<file path="config.mk">
export PLATFORM = sky130hd
export DESIGN_NAME = alu_arbiter
export DESIGN_NICKNAME = d
export VERILOG_FILES = /design/src/rtl/alu_arbiter.sv
export SDC_FILE = /design/constraint.sdc
export NUM_CORES = 1
export LEC_CHECK = 0
export ABC_AREA = 1
export BUFFER_PORTS_ARGS = -buffer_cell sky130_fd_sc_hd__buf_2
export CAP_MARGIN = 0
export CORE_ASPECT_RATIO = 1.4
export CORE_MARGIN = 2
export CORE_UTILIZATION = 45
export CTS_CLUSTER_DIAMETER = 60
export DETAILED_ROUTE_END_ITERATION = 8
export GPL_TIMING_DRIVEN = 1
export PLACE_DENSITY = 0.88
export SLEW_MARGIN = 10
export SYNTH_ARGS = -nofsm -noshare
export SYNTH_HDL_FRONTEND = slang
export SYNTH_SLANG_ARGS = --single-unit
</file>
<file path="constraint.sdc">
create_clock -name clk -period 5 [get_ports clk]
set_clock_uncertainty 0.05 [all_clocks]
set_input_delay 0.75 -clock clk [delete_from_list [all_inputs] [get_ports clk]]
set_output_delay 0.75 -clock clk [all_outputs]
set_load 0.01 [all_outputs]
</file>
<file path="src/rtl/alu_arbiter.sv">
// Round-robin front end for a shared combinational alu: two valid/ready operand ports,
// one registered operand pair to the alu, one registered and id-tagged response port.
module alu_arbiter #(
    parameter int N = 32
) (
    input  logic         clk,
    input  logic         rst,

    input  logic         r0_valid,
    output logic         r0_ready,
    input  logic [N-1:0] r0_x,
    input  logic [N-1:0] r0_y,

    input  logic         r1_valid,
    output logic         r1_ready,
    input  logic [N-1:0] r1_x,
    input  logic [N-1:0] r1_y,

    output logic [N-1:0] alu_x,
    output logic [N-1:0] alu_y,
    input  logic [N-1:0] alu_z,
    input  logic         alu_zf,
    input  logic         alu_sf,

    output logic         rsp_valid,
    input  logic         rsp_ready,
    output logic         rsp_id,
    output logic [N-1:0] rsp_z,
    output logic         rsp_zf,
    output logic         rsp_sf
);

    localparam logic [1:0] IDLE = 2'd0;
    localparam logic [1:0] EXEC = 2'd1;
    localparam logic [1:0] RESP = 2'd2;

    logic [1:0]   state_q,     state_d;
    logic         last_q,      last_d;
    logic         gid_q,       gid_d;
    logic [N-1:0] op_x_q,      op_x_d;
    logic [N-1:0] op_y_q,      op_y_d;
    logic         rsp_valid_q, rsp_valid_d;
    logic         rsp_id_q,    rsp_id_d;
    logic [N-1:0] rsp_z_q,     rsp_z_d;
    logic         rsp_zf_q,    rsp_zf_d;
    logic         rsp_sf_q,    rsp_sf_d;

    logic any_valid;
    logic gnt_id;
    logic accept;

    // With both requesters pending the one not served last wins; otherwise the lone one.
    assign any_valid = r0_valid | r1_valid;
    assign gnt_id    = (r0_valid & r1_valid) ? ~last_q : r1_valid;
    assign accept    = (state_q == IDLE) & any_valid & ~rst;

    assign r0_ready  = accept & ~gnt_id;
    assign r1_ready  = accept &  gnt_id;

    always_comb begin
        state_d     = state_q;
        last_d      = last_q;
        gid_d       = gid_q;
        op_x_d      = op_x_q;
        op_y_d      = op_y_q;
        rsp_valid_d = rsp_valid_q;
        rsp_id_d    = rsp_id_q;
        rsp_z_d     = rsp_z_q;
        rsp_zf_d    = rsp_zf_q;
        rsp_sf_d    = rsp_sf_q;
        case (state_q)
            IDLE: begin
                if (accept) begin
                    op_x_d  = gnt_id ? r1_x : r0_x;
                    op_y_d  = gnt_id ? r1_y : r0_y;
                    gid_d   = gnt_id;
                    last_d  = gnt_id;
                    state_d = EXEC;
                end
            end
            EXEC: begin
                rsp_z_d     = alu_z;
                rsp_zf_d    = alu_zf;
                rsp_sf_d    = alu_sf;
                rsp_id_d    = gid_q;
                rsp_valid_d = 1'b1;
                state_d     = RESP;
            end
            RESP: begin
                if (rsp_ready) begin
                    rsp_valid_d = 1'b0;
                    state_d     = IDLE;
                end
            end
            default: begin
                state_d = IDLE;
            end
        endcase
    end

    always_ff @(posedge clk or posedge rst) begin
        if (rst) begin
            state_q     <= IDLE;
            last_q      <= 1'b1;
            gid_q       <= 1'b0;
            op_x_q      <= '0;
            op_y_q      <= '0;
            rsp_valid_q <= 1'b0;
            rsp_id_q    <= 1'b0;
            rsp_z_q     <= '0;
            rsp_zf_q    <= 1'b0;
            rsp_sf_q    <= 1'b0;
        end else begin
            state_q     <= state_d;
            last_q      <= last_d;
            gid_q       <= gid_d;
            op_x_q      <= op_x_d;
            op_y_q      <= op_y_d;
            rsp_valid_q <= rsp_valid_d;
            rsp_id_q    <= rsp_id_d;
            rsp_z_q     <= rsp_z_d;
            rsp_zf_q    <= rsp_zf_d;
            rsp_sf_q    <= rsp_sf_d;
        end
    end

    // The alu sees the operand registers continuously, not only during EXEC.
    assign alu_x     = op_x_q;
    assign alu_y     = op_y_q;
    assign rsp_valid = rsp_valid_q;
    assign rsp_id    = rsp_id_q;
    assign rsp_z     = rsp_z_q;
    assign rsp_zf    = rsp_zf_q;
    assign rsp_sf    = rsp_sf_q;

endmodule

</file>
==> impl_metrics.yaml <==
status:
  run_status: "completed"
synth:
  post_synth_fa_ha_maj_area_fraction: 0
  synth_sequential_area_ratio: 0.535
  synth_compound_gate_area_share: 0.00206
  synth-seq-cells: 104
  synth_simple_gate_area_share: 0.410
  synth_top_family_by_area: "simple AND/OR/NAND/NOR gates"
  synthXorXnorAreaFrac: 0
  syn-cell-area_sq_um: 4870
  synthesized_netlist_cell_count: 659
  synth.lib_cells_used.distinct: 15
  synth_warnings: 0
  postSynthAreaPerCell_sq_um: 7.38
  yosys-mux-area-fraction: 0
  syn_nets: 826
floorplan:
  number_of_top_level_pins: 269
  num_rows: 44
  die-area_sq_um: 11700
  die_height_um: 127
  floorplan.initialDensity: 0.465
  die_width_um: 91.9
  core_sq_um: 10500
drt:
  route.antenna.remaining_nets: 0
  drt_first_pass_iters: 5
  dr_total_vias: 5104
  vias_per_cell: 4.88
  drt-initial-drc-count: 222
  detail_route.drc_violations: 0
  route.final.wire_length_mm: 13.8
  route.detailed.wl_per_inst_um: 13.2
timing:
  max_slew.worst_pin.slew_ns: 0.822
  grt_setup_unrepaired: "no"
  final_period_minus_worst_setup_slack_ns: 2.88
  final.period_utilization: 0.576
  final.setup.tns_ns: 0
  hold_viol: 0
  slew-limit-headroom: 0.451
  setup_viol: 0
  clock.fmax_mhz: 347
  final_max_slew_viol_count: 0
job:
  cap_violations: 0
setup_path:
  worst_r2r_path_depth: 8
  crit_arrival_ns: 2.08
  rrSetupSlack_ns: 2.90
  cp_data_required_time_ns: 4.20
  source_of_the_critical_timing_path: "rst"
  endpoint_kind: "primary output"
  timing.critical_path.fanout_max: 67
  crit_path_end: "r0_ready"
  timing.critical_path.from_type: "input port"
  timing.setup.critical_path_class: "in -> out"
  rr_endpoint: "alu_x[2]"
  r2r_start: "last_q"
global_route:
  largest_net_degree_at_the_start_of_global_routing: 68
  grtUsageTotal: 0.237
  via_count_of_the_first_global_routing_pass: 4767
  grt_first_pass_wirelength_mm: 22.2
  grt-ovfl-total: 0
  grt_antenna_before_repair: 0
finish:
  post_route_cells_drive_above_1_share: 0.333
  final_nets: 1070
  area_growth_pct: 34.0
  n_antenna_cell: 0
clock_network:
  max-clock-path-buffers: 2
  cts_root_buf: "sky130_fd_sc_hd__clkbuf_16"
  post_cts.repair.setup_buffers: 0
  clk_transition_reported_paths_ns: 0.07
  h-tree-depth: 3
  cts_tree: "built"
  clock_latency_on_the_worst_skew_pair_ns: 0.34
  cts-buffers-inserted: 9
  cts_resized: 0
  cts.sinks: 104
  hold_buf_cts: 0
placement:
  detailed_place_hpwl_mm: 9.68
  port-buffer-count: 268
  globalplace.congestion: 0.896
worst_hold_path:
  min-delay-path-class: "in -> async"
power_and_ir_drop:
  p_per_area_nw_per_um2: 528
  leakagePower_nw: 4.06
  total_power_mw: 3.45
  vdd_ir_drop_max_v: 0.000343
power by group:
part	leakage, nW	internal (mW)	switching [mW]
clock network	0.157	0.411	0.315
registers	1.30	1.22	0.195
logic	2.61	0.507	0.800
total	4.06	2.14	1.31
worst min-delay path by stage:
stage,endpoint,startpoint,cells past startpoint
after floorplan,gid_q,gid_q,2
after global placement,rsp_z[29],rsp_z[29],2
after detailed placement,rsp_z[19],rsp_z[19],2
after CTS,rsp_z[15],rsp_z[15],2
after global routing,alu_x[27],alu_x[27],2
final,alu_x[13],rst,2
Yosys cell counts, drive strengths merged:
master,instances,area [sq um]
buf,37,215
clkbuf,4,15.0
dfrtp,103,2580
dfstp,1,26.3
inv,7,26.3
nand2,434,1630
nand3,66,335
nor2,5,31.3
o21ai,2,10.0
per-stage QoR:
step	setup slack, ns	hold slack, ns	cell area, sq um	util	instances
after detailed placement	2.08	0.403	6210	0.593	1030
after CTS	2.07	0.422	6520	0.623	1046
final	2.12	0.418	6520	0.623	1046
after global placement	2.06	0.399	6210	0.593	1030
after global routing	1.90	0.439	6520	0.623	1046
after floorplan	0.508	0.392	4870	-	659
sequential cells by signal (all words and copies together) (netlist names):
register and flops:
rsp_sf 1, rsp_zf 1, gid_q 1, alu_x 32
rsp_valid 1, rsp_z 32, last_q 1, alu_y 32
state_q 2, rsp_id 1
final cells by class:
class                      count  area [sq um]
clock buffer                  10           239
clock inverter                 6          75.1
fill                         968          3940
inverter                       7          28.8
multi-input combinational    507          2020
sequential                   104          2600
tap                          138           173
timing repair buffer         274          1390
placed cells by master, fill, tap and decap left out, types with 2 or more instances in the layout:
cell                        netlist  routed
sky130_fd_sc_hd__nand2_1        434     432
sky130_fd_sc_hd__buf_2           31     268
sky130_fd_sc_hd__dfrtp_1        103     103
sky130_fd_sc_hd__nand3_1         65      65
sky130_fd_sc_hd__clkbuf_16        0       9
sky130_fd_sc_hd__buf_4            2       6
sky130_fd_sc_hd__inv_2            4       4
sky130_fd_sc_hd__nor2_4           1       2
sky130_fd_sc_hd__nand2_2          0       2
sky130_fd_sc_hd__nor2_1           2       2
sky130_fd_sc_hd__inv_1            3       2
sky130_fd_sc_hd__o21ai_0          2       2
sky130_fd_sc_hd__inv_8            0       2
kinds of logic (layout without fill, tap and decap cells):
family / after synthesis / in the layout
DFF: 104 / 104
and+or+nand+nor: 505 / 505
AOI/OAI and AO/OA: 2 / 2
buffers and inverters: 48 / 297
layer usage:
layer  track usage  up-vias  share of wire
li1              -     2502              -
met4        0.0992        0          0.031
met5             0        -              0
met3        0.0495       31          0.062
met1         0.287     2349           0.39
met2         0.410      222           0.52
critical path, cell delays in order:
cell and delay [ns]:
sky130_fd_sc_hd__buf_2 0.11, sky130_fd_sc_hd__inv_4 0.41, sky130_fd_sc_hd__nand3_2 0.12, sky130_fd_sc_hd__buf_4 0.35
sky130_fd_sc_hd__nor2_1 0.16, sky130_fd_sc_hd__buf_2 0.14
Power figures use the tool's default switching activity.
